**src/rtl/sync_fifo_pkg.sv**
```systemverilog
// -----------------------------------------------------------------------------
// sync_fifo_pkg
// Shared helpers and types for the parametrised synchronous FIFO.
//   clog2       : ceiling log2 of a positive integer (elaboration-time helper)
//   depth_of    : number of entries addressed by an AW-bit address
//   fifo_flags_t: bundle of the four decoded status flags
// -----------------------------------------------------------------------------
package sync_fifo_pkg;

    // Smallest r such that 2**r >= value.
    function automatic int clog2(input int value);
        int r;
        r = 32'sd0;
        for (int i = 32'sd0; i < 32'sd31; i++) begin
            if ((32'sd1 <<< i) < value) begin
                r = i + 32'sd1;
            end
        end
        return r;
    endfunction

    // Entry count for a power-of-two FIFO with AW address bits.
    function automatic int depth_of(input int aw);
        return 32'sd1 <<< aw;
    endfunction

    typedef struct packed {
        logic full;
        logic empty;
        logic almost_full;
        logic almost_empty;
    } fifo_flags_t;

endpackage

```
**src/rtl/sync_fifo_param_ram.sv**
```systemverilog
// -----------------------------------------------------------------------------
// fifo_sdp_ram
// Simple dual-port storage for sync_fifo_param: one write port, one read port,
// both on clk. Contents are never reset.
// Build option SYNC_FIFO_FWFT_EN:
//   undefined : registered read (rdata updates on the edge where re=1, holds
//               otherwise, clears on reset)
//   defined   : asynchronous read (rdata follows raddr), no reset/re ports
// Ports:
//   clk          clock, rising edge
//   reset        asynchronous active-low reset of the read register (std mode)
//   re           read enable (std mode)
//   we/waddr/wdata  write port
//   raddr        read address
//   rdata        read data
// -----------------------------------------------------------------------------
module fifo_sdp_ram
    import sync_fifo_pkg::*;
#(
    parameter int DW = 8,
    parameter int AW = 4
) (
    input  logic          clk,
`ifndef SYNC_FIFO_FWFT_EN
    input  logic          reset,
    input  logic          re,
`endif
    input  logic          we,
    input  logic [AW-1:0] waddr,
    input  logic [DW-1:0] wdata,
    input  logic [AW-1:0] raddr,
    output logic [DW-1:0] rdata
);

    localparam int DEPTH = depth_of(AW);

    logic [DW-1:0] mem_r [DEPTH];

    // Write port; storage is deliberately left out of reset.
    always_ff @(posedge clk) begin
        if (we) begin
            mem_r[waddr] <= wdata;
        end
    end

`ifdef SYNC_FIFO_FWFT_EN
    assign rdata = mem_r[raddr];
`else
    logic [DW-1:0] rdata_r;

    // Registered read port; on a same-address write it returns the old word,
    // which is what the FIFO needs when it pops and pushes while full.
    always_ff @(posedge clk or negedge reset) begin
        if (!reset) begin
            rdata_r <= '0;
        end else if (re) begin
            rdata_r <= mem_r[raddr];
        end
    end

    assign rdata = rdata_r;
`endif

endmodule

```
**src/rtl/sync_fifo_param.sv**
```systemverilog
// -----------------------------------------------------------------------------
// sync_fifo_param
// Single-clock FIFO with parametrised width/depth, occupancy count,
// programmable almost-full/almost-empty levels and overflow/underflow pulses.
// Build option SYNC_FIFO_FWFT_EN selects first-word fall-through (read latency
// 0, rd_valid = !empty); otherwise rd_data is registered with 1-cycle latency.
// Ports:
//   clk, reset        clock (rising) / asynchronous active-low reset
//   wr_en, wr_data    write request and data
//   rd_en             read request
//   rd_data, rd_valid read data and its qualifier
//   full, empty, almost_full, almost_empty  status decoded from registered state
//   count             occupancy 0..DEPTH
//   overflow/underflow one-cycle pulse per rejected write/read
// -----------------------------------------------------------------------------
module sync_fifo_param
    import sync_fifo_pkg::*;
#(
    parameter int DW       = 8,
    parameter int AW       = 4,
    parameter int AF_LEVEL = 14,
    parameter int AE_LEVEL = 2
) (
    input  logic          clk,
    input  logic          reset,
    input  logic          wr_en,
    input  logic [DW-1:0] wr_data,
    input  logic          rd_en,
    output logic [DW-1:0] rd_data,
    output logic          rd_valid,
    output logic          full,
    output logic          empty,
    output logic          almost_full,
    output logic          almost_empty,
    output logic [AW:0]   count,
    output logic          overflow,
    output logic          underflow
);

    localparam logic [AW:0] ONE_C    = (AW+1)'(32'd1);
    localparam logic [AW:0] AF_LVL_C = (AW+1)'(AF_LEVEL);
    localparam logic [AW:0] AE_LVL_C = (AW+1)'(AE_LEVEL);

    logic [AW:0]   wr_ptr_r;
    logic [AW:0]   rd_ptr_r;
    logic [AW:0]   count_r;
    logic          overflow_r;
    logic          underflow_r;
    logic          rd_ok_s;
    logic          wr_ok_s;
    logic [DW-1:0] ram_rdata_s;
    fifo_flags_t   flags_s;

    // Status flags and accept decisions, from registered pointers/count only.
    always_comb begin
        flags_s.empty        = (wr_ptr_r == rd_ptr_r);
        flags_s.full         = (wr_ptr_r[AW-1:0] == rd_ptr_r[AW-1:0]) &&
                               (wr_ptr_r[AW] != rd_ptr_r[AW]);
        flags_s.almost_full  = (count_r >= AF_LVL_C);
        flags_s.almost_empty = (count_r <= AE_LVL_C);
        rd_ok_s              = rd_en && !flags_s.empty;
        // A pop in the same cycle frees the slot, so a full FIFO still takes the write.
        wr_ok_s              = wr_en && (!flags_s.full || rd_ok_s);
    end

    // Pointers, occupancy and error pulses.
    always_ff @(posedge clk or negedge reset) begin
        if (!reset) begin
            wr_ptr_r    <= '0;
            rd_ptr_r    <= '0;
            count_r     <= '0;
            overflow_r  <= 1'b0;
            underflow_r <= 1'b0;
        end else begin
            if (wr_ok_s) begin
                wr_ptr_r <= wr_ptr_r + ONE_C;
            end
            if (rd_ok_s) begin
                rd_ptr_r <= rd_ptr_r + ONE_C;
            end
            case ({wr_ok_s, rd_ok_s})
                2'b10:   count_r <= count_r + ONE_C;
                2'b01:   count_r <= count_r - ONE_C;
                default: count_r <= count_r;
            endcase
            overflow_r  <= wr_en && !wr_ok_s;
            underflow_r <= rd_en && !rd_ok_s;
        end
    end

    fifo_sdp_ram #(
        .DW (DW),
        .AW (AW)
    ) u_ram (
        .clk   (clk),
`ifndef SYNC_FIFO_FWFT_EN
        .reset (reset),
        .re    (rd_ok_s),
`endif
        .we    (wr_ok_s),
        .waddr (wr_ptr_r[AW-1:0]),
        .wdata (wr_data),
        .raddr (rd_ptr_r[AW-1:0]),
        .rdata (ram_rdata_s)
    );

`ifdef SYNC_FIFO_FWFT_EN
    // Head word is shown whenever present; forced to zero when empty so the
    // output is defined after reset even though the RAM is not.
    assign rd_data  = flags_s.empty ? '0 : ram_rdata_s;
    assign rd_valid = !flags_s.empty;
`else
    logic rd_valid_r;

    // rd_valid marks the cycle after an accepted pop.
    always_ff @(posedge clk or negedge reset) begin
        if (!reset) begin
            rd_valid_r <= 1'b0;
        end else begin
            rd_valid_r <= rd_ok_s;
        end
    end

    assign rd_data  = ram_rdata_s;
    assign rd_valid = rd_valid_r;
`endif

    assign full         = flags_s.full;
    assign empty        = flags_s.empty;
    assign almost_full  = flags_s.almost_full;
    assign almost_empty = flags_s.almost_empty;
    assign count        = count_r;
    assign overflow     = overflow_r;
    assign underflow    = underflow_r;

endmodule

```
**config.mk**
```make
export PLATFORM = sky130hd
export DESIGN_NAME = sync_fifo_param
export DESIGN_NICKNAME = d
export VERILOG_FILES = /design/src/rtl/sync_fifo_pkg.sv /design/src/rtl/sync_fifo_param_ram.sv /design/src/rtl/sync_fifo_param.sv
export SDC_FILE = /design/constraint.sdc
export NUM_CORES = 1
export LEC_CHECK = 0
export ABC_AREA = 1
export BUFFER_PORTS_ARGS = -buffer_cell sky130_fd_sc_hd__buf_2
export CAP_MARGIN = 5
export CORE_MARGIN = 3
export CORE_UTILIZATION = 45
export DETAILED_ROUTE_END_ITERATION = 10
export SLEW_MARGIN = 20
export SYNTH_ARGS = -nofsm -noshare
export SYNTH_HDL_FRONTEND = slang
export SYNTH_SLANG_ARGS = --single-unit
export TNS_END_PERCENT = 10
```
**constraint.sdc**
```tcl
create_clock -name clk -period 2.72 [get_ports clk]
set_input_delay 0.408 -clock clk [delete_from_list [all_inputs] [get_ports clk]]
set_output_delay 0.408 -clock clk [all_outputs]
set_load 0.005 [all_outputs]
```
# After elaboration in Yosys (flattened, before gate mapping)

Memory sizes are Yosys's and may differ from the RTL's. A register that Yosys moved wholly into a read port is not among the register bits.
Index checks and enable logic that the tools add are counted.

Divide/modulo/power cells: 0
Reductions and logical operators: 12
Shifts and indexed selects: 0
Add/subtract/negate cells: 4
Equality and inequality tests: 5
Multipliers: 0
Bitwise gates (word level): 0
Order comparisons: 2
Mux-type cells: 3

Operators with widths:

| operator              | count |
|---|---|
| $add A5 B1 Y5 const B | 3 |
| $pmux W5 S2           | 1 |
| $eq A5 B5 Y1          | 1 |
| $ge A5 B4 Y1 const B  | 1 |
| $le A5 B2 Y1 const B  | 1 |
| $logic_and A1 B1 Y1   | 5 |
| $logic_not A1 Y1      | 5 |
| $sub A5 B1 Y5 const B | 1 |
| $eq A4 B4 Y1          | 1 |
| $eq A2 B1 Y1 const B  | 1 |
| $eq A2 B2 Y1 const B  | 1 |
| $mux W1               | 2 |
| $reduce_bool A2 Y1    | 1 |
| $logic_or A1 B1 Y1    | 1 |
| $ne A1 B1 Y1          | 1 |

Flip-flop bits (word level): 18
ROM bits: 0
RAM bits: 128
Output and inout port bits: 20
Input bits: 12
Memories kept: 1
Bits in latches: 0

Memory list:

| name        | words | bits a word | read ports | clocked after Yosys merged registers in | write ports | RTL line                  | RTL |
|---|---|---|---|---|---|---|---|
| u_ram.mem_r | 16    | 8           | 1          | 1                                       | 1           | sync_fifo_param_ram.sv:37 | `logic [DW-1:0] mem_r [DEPTH];` |

# Longest topological paths before layout

Gate-level depths: netlist (run 1).

Depth after elaboration: 7
Mapped depth: 17
Mapped depth without buffers: 15

# By module

A second synthesis (run 1) with hierarchy kept.

Cells, all modules: 616
Area, all modules: 6,740.2 µm²

By module, submodules not included:

| module          | seq. area each (µm²) | cells an instance | times used | area each (µm²) |
|---|---|---|---|---|
| fifo_sdp_ram    | 4,043.9              | 483               | 1          | 5,635.4 |
| sync_fifo_param | 450.4                | 133               | 1          | 1,104.8 |

# Worst setup path after synthesis (run 1)

Ideal clock, no wire load.

Kind: flip-flop to flip-flop
Start point: register wr_ptr_r[2]
End point: register count_r[4], in the netlist count[4]
Slack: 246 ps
Required time: 2,655 ps
Buffers on the path: 2
Stages on the path, launching flop included: 16
Arrival time: 2,409 ps
Setup time: 65 ps
Cell sequence: dfrtp_1 -> buf_6 -> xor2_1 -> nor2_2 -> nand3_2 -> nand2_4 -> inv_2 -> buf_6 -> ha_1 -> fa_1 -> a21oi_1 -> nor2_1 -> nor2_1 -> xor2_1 -> nand2_1 -> nand2_1

Word-level cells in the longest chain between the ends: 7

RTL lines:

| item                                              | RTL line              | RTL |
|---|---|---|
| from (decl)                                       | sync_fifo_param.sv:44 | `logic [AW:0] wr_ptr_r;` |
| from (signal assigned)                            | sync_fifo_param.sv:76 | `wr_ptr_r <= wr_ptr_r + ONE_C;` |
| $eq A5 B5 Y1 (*)                                  | sync_fifo_param.sv:56 | `flags_s.empty = (wr_ptr_r == rd_ptr_r);` |
| $logic_not A1 Y1 (*)                              | sync_fifo_param.sv:61 | `rd_ok_s = rd_en && !flags_s.empty;` |
| $logic_and A1 B1 Y1 (*)                           | sync_fifo_param.sv:61 |  |
| net rd_ok_s                                       | sync_fifo_param.sv:49 | `logic rd_ok_s;` |
| $logic_or A1 B1 Y1                                | sync_fifo_param.sv:63 | `wr_ok_s = wr_en && (!flags_s.full \|\| rd_ok_s);` |
| $logic_and A1 B1 Y1                               | sync_fifo_param.sv:63 |  |
| $eq A2 B1 Y1 or $eq A2 B2 Y1 (tied branches)      | sync_fifo_param.sv:81 | `case ({wr_ok_s, rd_ok_s})` |
| $pmux W5 S2 or $reduce_bool A2 Y1 (tied branches) | --                    |  |
| to (signal assigned)                              | sync_fifo_param.sv:82 | `2'b10: count_r <= count_r + ONE_C;` |
| to (signal assigned)                              | sync_fifo_param.sv:83 | `2'b01: count_r <= count_r - ONE_C;` |
| to (signal assigned)                              | sync_fifo_param.sv:84 | `default: count_r <= count_r;` |
| to (decl)                                         | sync_fifo_param.sv:46 | `logic [AW:0] count_r;` |

Mark *: on every way through the listed nets, which the timed path passes. The rest lies on a longest branch.
A chain may end at the register's enable or synchronous reset.

# Worst setup path after layout (run 1)

Start point: register wr_ptr_r[0]
End point: register count_r[4], in the netlist count[4]

Word-level cells in the longest chain between the ends: 7

RTL lines:

| item                                                    | RTL line |
|---|---|
| $eq A5 B5 Y1 or $eq A4 B4 Y1 (tied branches)            | sync_fifo_param.sv:56, sync_fifo_param.sv:57 |
| $logic_not A1 Y1 or $logic_and A1 B1 Y1 (tied branches) | sync_fifo_param.sv:61, sync_fifo_param.sv:57 |
| $logic_and A1 B1 Y1 or $logic_not A1 Y1 (tied branches) | sync_fifo_param.sv:61, sync_fifo_param.sv:63 |
| $logic_or A1 B1 Y1                                      | sync_fifo_param.sv:63 |
| $logic_and A1 B1 Y1                                     | sync_fifo_param.sv:63 |
| $eq A2 B1 Y1 or $eq A2 B2 Y1 (tied branches)            | sync_fifo_param.sv:81 |
| $pmux W5 S2 or $reduce_bool A2 Y1 (tied branches)       | -- |

Parallel ways exist; a longest one is shown, timed or not.

==> metrics.md, run 1 <==
| Metric | Value |
|---|---|
| Final Wtd Congestion | 0.823 |
| Crit path kind | reg -> reg |
| Max-Slew Margin vs Limit | 51.6% |
| FILL cells | 1415 |
| Post-route ant nets | 0 |
| CP max FO | 14 |
| CTS root buffer | clkbuf_16 |
| Most common cell after layout, fill and taps aside | nand2_1 |
| Synthesized area per cell | 9.52 um2 |
| Final Max Slew Viols | 0 |
| Synth-to-layout area growth | 14.4% |
| I/O pins | 32 |
| TritonCTS Sinks | 154 |
| DRC | 0 |
| Die W | 132 um |
| Fin util | 53.0% |
| Starting density of the core | 46.3% |
| Worst EP required | 3080 ps |
| Reg-to-Reg End | count[4] |
| Drt first pass iters | 5 |
| Worst-margin pin slew | 726 ps |
| Final wirelength | 15700 um |
| F_max | 405 MHz |
| Status | finished clean |
| Clock slew at reported path FFs | 60 ps |
| DP HPWL | 10000 um |
| Clock Tree Buf Depth | 2 |
| Startpoint types | register |
| Layout cell share with drive strength beyond 1 | 11.9% |
| Iteration-0 DRC Markers | 358 |
| Buffers on Ports | 31 |
| Initial antenna violation count | 0 |
| Synth top area cells | edfxtp_1, nand2_1, dfrtp_1 |
| Unrepaired setup endpoints after global routing | false |
| Final min period | 2470 ps |
| Sequential element share of the synthesized area | 63.4% |
| Multi-input logic area | 0.00195 mm2 |
| Register area | 0.00450 mm2 |
| Vias in the first global route | 4673 |
| Number of distinct library cells after synthesis | 29 |
| N_diodes | 0 |
| Peak supply drop | 0.000810 V |
| Yosys top cell by area | edfxtp_1 |
| Num rows | 45 |
| Synth top area share | 54.2% |
| Final worst-path cycle share | 90.8% |
| Endpoints failing hold | 0 |
| Synthesized cell area | 0.00709 mm2 |
| Clk_lat worst skew | 410 ps |
| CP startpoint | wr_ptr_r[0] |
| CTS H-tree lvls | 4 |
| Setup crit end kind | register |
| Num CTS Buffers | 17 |
| Syn_nets | 767 |
| Power Dens Cells | 1020 mW/mm2 |
| Max-cap violations | 0 |
| Wire per inst | 15.4 um |
| CP endpoint | count[4] |
| Commonest cells after routing, fill and taps aside | nand2_1, inv_1, edfxtp_1 |
| First-pass GRT wire length | 25000 um |
| Total gr overflow | 0 |
| Layout Nets | 813 |
| CTS tree | yes |
| Total Routing Usage GR | 18.7% |
| Register-to-Register Path Depth | 15 |
| Clk_skew | 5.66 ps |
| Worst R2R Start | wr_ptr_r[0] |
| Number of setup violations in the final report | 0 |
| Mapped Cells | 745 |
| Hold Crit Class | in -> async |
| Core Area | 0.0153 mm2 |
| R2R setup slack | 250 ps |
| Die Ht | 132 um |
| Die area | 0.0173 mm2 |
| Via count | 4874 |
| Leak | 3.78 nW |
| Register bit total from synthesis | 154 |
| Number of vias per cell | 4.80 |
| Crit path DAT | 2830 ps |
| Setup TNS | 0 ps |
| Largest net degree at the start of global routing | 66 |
| Warnings, synthesis | 0 |
| Hold-fix buffers, CTS | 0 |
cells in the mapped netlist:
cell / n
nand2_1: 275
inv_1: 133
edfxtp_1: 128
nand3_1: 87
nor2_1: 27
dfrtp_1: 26
buf_2: 11
ha_1: 9
clkbuf_1: 7
xor2_1: 7
xnor2_1: 5
buf_1: 3
buf_4: 3
buf_6: 3
inv_2: 3
o21ai_0: 3
a21oi_1: 2
clkinv_1: 2
a2111oi_0: 1
a21boi_0: 1
a31o_2: 1
a31oi_1: 1
fa_1: 1
nand2_2: 1
nand2_4: 1
nand3_2: 1
nand4_4: 1
nor2_2: 1
nor2_4: 1
cell families (layout without fill, tap and decap cells):
logic type	count (synthesis)	after routing	share of synthesized area, %
AOI/OAI and AO/OA	9	9	0.794
xor gates and xnor gates	12	12	1.48
adders and majority gates	10	10	1.87
buffers and inverters	165	224	9.41
DFF	154	154	63.4
and+or+nand+nor	395	395	23.1
critical path: stages, from the launching register on:
cell     delay [ps]
dfrtp_2         420
inv_1           110
nand2_1          80
nand2_1          80
nor2_4          140
nand3_2         140
nand2_4          80
inv_2           100
ha_4            210
fa_1            420
a21oi_2         170
nor2_1           60
nor2_1          120
xor2_1          160
nand2_1          70
nand2_1          60
per-stage QoR:
stage / hold WS, ps / power [mW] / worst slack [ps] / cell area, um2 / cells
2_1_floorplan: 112 / 5.15 / 246 / 7090 / 745
3_3_place_gp: 433 / 6.01 / 184 / 7530 / 982
3_5_place_dp: 447 / 6.07 / 34.8 / 7530 / 982
4_1_cts: 5.12 / 8.32 / 35.7 / 8090 / 1014
5_1_grt: 32.6 / 8.86 / 35.5 / 8110 / 1015
6_report: 0.970 / 8.31 / 249 / 8110 / 1015
power breakdown:
part	leakage, nW	total, mW	internal (mW)	switching (mW)
Sequential	1.48	3.12	2.90	0.214
Clock	0.281	2.23	1.36	0.873
Combinational	2.02	2.96	0.993	1.97
worst min path at each step:
stage,depth (start not counted),endpoint,slack [ps],from
2_1_floorplan,0,count[0],110,reset
3_3_place_gp,1,count[0],430,reset
3_5_place_dp,1,count[0],450,reset
6_report,1,count[2],1,reset
4_1_cts,1,count[0],5,reset
5_1_grt,1,u_ram.rdata[6],30,reset
layout make-up:
cell class / count / share of cell area [%]
multi-input combinational: 426 / 24.0
clock buffer: 25 / 6.12
tap: 211 / 3.25
timing repair buffer: 54 / 4.04
inverter: 138 / 6.38
clock inverter: 7 / 0.771
sequential: 154 / 55.4
sequential cells by signal, indices dropped and copies added, names as in the netlist:
signal       cells
u_ram.rdata      8
count            5
overflow         1
rd_valid         1
wr_ptr_r         5
u_ram.mem_r    128
underflow        1
rd_ptr_r         5
what timing repair did:
| action | in CTS | in global routing |
|---|---|---|
| gates resized for setup | 0 | 5 |
| buffers inserted | 0 | 1 |
| setup endpoints to repair | 0 | 2 |
metal layers:
| metal | part of all wire [%] | vias up | GRT usage [%] |
|---|---|---|---|
| met4 | 1.7 | 0 | 5.72 |
| met2 | 49 | 102 | 31.1 |
| li1 | - | 2426 | - |
| met1 | 46 | 2326 | 25.1 |
| met3 | 3.5 | 20 | 3.37 |
| met5 | 0 | - | 0 |
No activity file was read; power rests on OpenSTA's default activity.
==> run 2, diff against run 1 <==
--- a/config.mk
+++ b/config.mk
@@ -8,9 +8,12 @@
 export ABC_AREA = 1
 export BUFFER_PORTS_ARGS = -buffer_cell sky130_fd_sc_hd__buf_2
 export CAP_MARGIN = 5
+export CELL_PAD_IN_SITES_DETAIL_PLACEMENT = 2
+export CELL_PAD_IN_SITES_GLOBAL_PLACEMENT = 2
 export CORE_MARGIN = 3
-export CORE_UTILIZATION = 45
+export CORE_UTILIZATION = 39
 export DETAILED_ROUTE_END_ITERATION = 10
+export PLACE_DENSITY_LB_ADDON = 0.1
 export SLEW_MARGIN = 20
 export SYNTH_ARGS = -nofsm -noshare
 export SYNTH_HDL_FRONTEND = slang
==> metrics.md, run 2 (synthesis gave the netlist of run 1 again) <==
| Metric | Value |
|---|---|
| Final Cell Area | 0.00809 mm2 |
| Status | finished clean |
| Initial antenna violation count | 0 |
| Die area | 0.0198 mm2 |
| Clk_lat worst skew | 430 ps |
| Largest net degree at the start of global routing | 66 |
| Starting density of the core | 40.4% |
| Clock slew at reported path FFs | 60 ps |
| Wire per inst | 20.6 um |
| Total Routing Usage GR | 22.5% |
| Worst hold path startpoint | wr_en |
| Number of vias per cell | 5.04 |
| Setup crit end kind | register |
| CTS H-tree lvls | 4 |
| Register-to-Register Path Depth | 15 |
| Cells after DPL | 986 |
| Synth-to-layout area growth | 14.1% |
| Crit path kind | reg -> reg |
| Final wirelength | 21000 um |
| Hold-critical path depth | 3 |
| Max reg flops | 128 |
| Crit path DAT | 2870 ps |
| F_max | 400 MHz |
| Total gr overflow | 0 |
| Final Max Slew Viols | 0 |
| Die Ht | 141 um |
| Num rows | 48 |
| Worst-margin pin slew | 946 ps |
| Core Area | 0.0175 mm2 |
| I/O pins | 32 |
| Worst R2R Start | wr_ptr_r[0] |
| Setup TNS | 0 ps |
| Final Wtd Congestion | 0.784 |
| Leak | 3.72 nW |
| Unrepaired setup endpoints after global routing | false |
| TritonCTS Sinks | 154 |
| Drt first pass iters | 4 |
| CTS root buffer | clkbuf_16 |
| Hold Crit Class | in -> reg |
| Layout Nets | 805 |
| Final min period | 2500 ps |
| Post-DP Area | 0.00747 mm2 |
| CP max FO | 14 |
| Buffers on Ports | 31 |
| Num CTS Buffers | 17 |
| DP HPWL | 13500 um |
| Clk_skew | 6.49 ps |
| Endpoints failing hold | 0 |
| First-pass GRT wire length | 33700 um |
| Worst EP required | 3090 ps |
| DRC | 0 |
| Hold path endpoint | overflow |
| Clock Tree Buf Depth | 2 |
| CTS tree | yes |
| Via count | 5141 |
| Number of setup violations in the final report | 0 |
| Max-cap violations | 0 |
| Die W | 141 um |
| Final worst-path cycle share | 92.0% |
| Max-Slew Margin vs Limit | 36.7% |
| N_diodes | 0 |
| Final std cells w/o fill | 1021 |
| FILL cells | 1879 |
| Most common cell after layout, fill and taps aside | nand2_1 |
| Commonest cells after routing, fill and taps aside | nand2_1, inv_1, edfxtp_1 |
| Vias in the first global route | 5915 |
| Post-route ant nets | 0 |
| Startpoint types | register |
| Iteration-0 DRC Markers | 258 |
| Reg-to-Reg End | count[4] |
| Power Dens Cells | 1070 mW/mm2 |
| Peak supply drop | 0.000593 V |
| Top reg by flops | u_ram.mem_r |
| R2R setup slack | 220 ps |
| Layout cell share with drive strength beyond 1 | 11.1% |
-- run 2: layer usage --
layer	wire length (um)	vias up	global-route usage (%)
li1	-	2409	-
met1	9160	2650	27.7
met2	11200	65	40.5
met3	373	17	3.39
met4	246	0	7.24
met5	0	-	0
-- run 2: through the flow --
stage	total power, mW	util (%)	hold slack [ps]	setup slack, ps
final	8.68	46.1	284	218
after global routing	9.27	46.1	296	10.7
after CTS	8.75	45.9	258	9.26
after detailed placement	6.31	42.6	470	60.8
after global placement	6.12	42.6	447	199
after floorplan	5.15	-	112	246
-- run 2: final cells by class --
cell class / count / area [um2] / area share, %
sequential: 154 / 4500 / 55.6
multi-input combinational: 426 / 1950 / 24.1
inverter: 138 / 520 / 6.43
clock buffer: 18 / 429 / 5.30
tap: 225 / 282 / 3.48
timing repair buffer: 46 / 270 / 3.34
clock inverter: 14 / 146 / 1.81
-- run 2: critical path, cell delays in order, from the launching register on --
cell,delay [ps]
dfrtp_2,410
inv_1,110
nand2_1,90
nand2_1,90
nor2_4,150
nand3_2,150
nand2_4,100
inv_4,80
ha_4,190
fa_1,410
a21oi_1,160
nor2_1,50
nor2_1,120
xor2_1,150
nand2_1,70
nand2_1,60
-- run 2: repair_timing --
action,in CTS,in global routing
gates resized for setup,1,6
setup endpoints to repair,1,2
setup buffers,0,2
hold buffers,1,0
hold endpoints to repair,1,0
-- run 2: power by group --
| part | leakage, nW | internal [mW] | switching, mW | total, mW |
|---|---|---|---|---|
| Combinational | 1.98 | 0.971 | 2.23 | 3.20 |
| Clock | 0.268 | 1.35 | 1.00 | 2.35 |
| Sequential | 1.48 | 2.91 | 0.224 | 3.13 |
-- run 2: how the worst max path moves through the flow --
stage	slack, ps	startpoint	cells after the start	to
floorplan	250	wr_ptr_r[2]	15	count[4]
global placement	200	wr_ptr_r[1]	15	count[4]
detailed placement	60	wr_ptr_r[1]	15	count[4]
CTS	9	wr_ptr_r[1]	15	count[4]
global route	10	wr_ptr_r[0]	15	count[4]
finish	220	wr_ptr_r[0]	15	count[4]
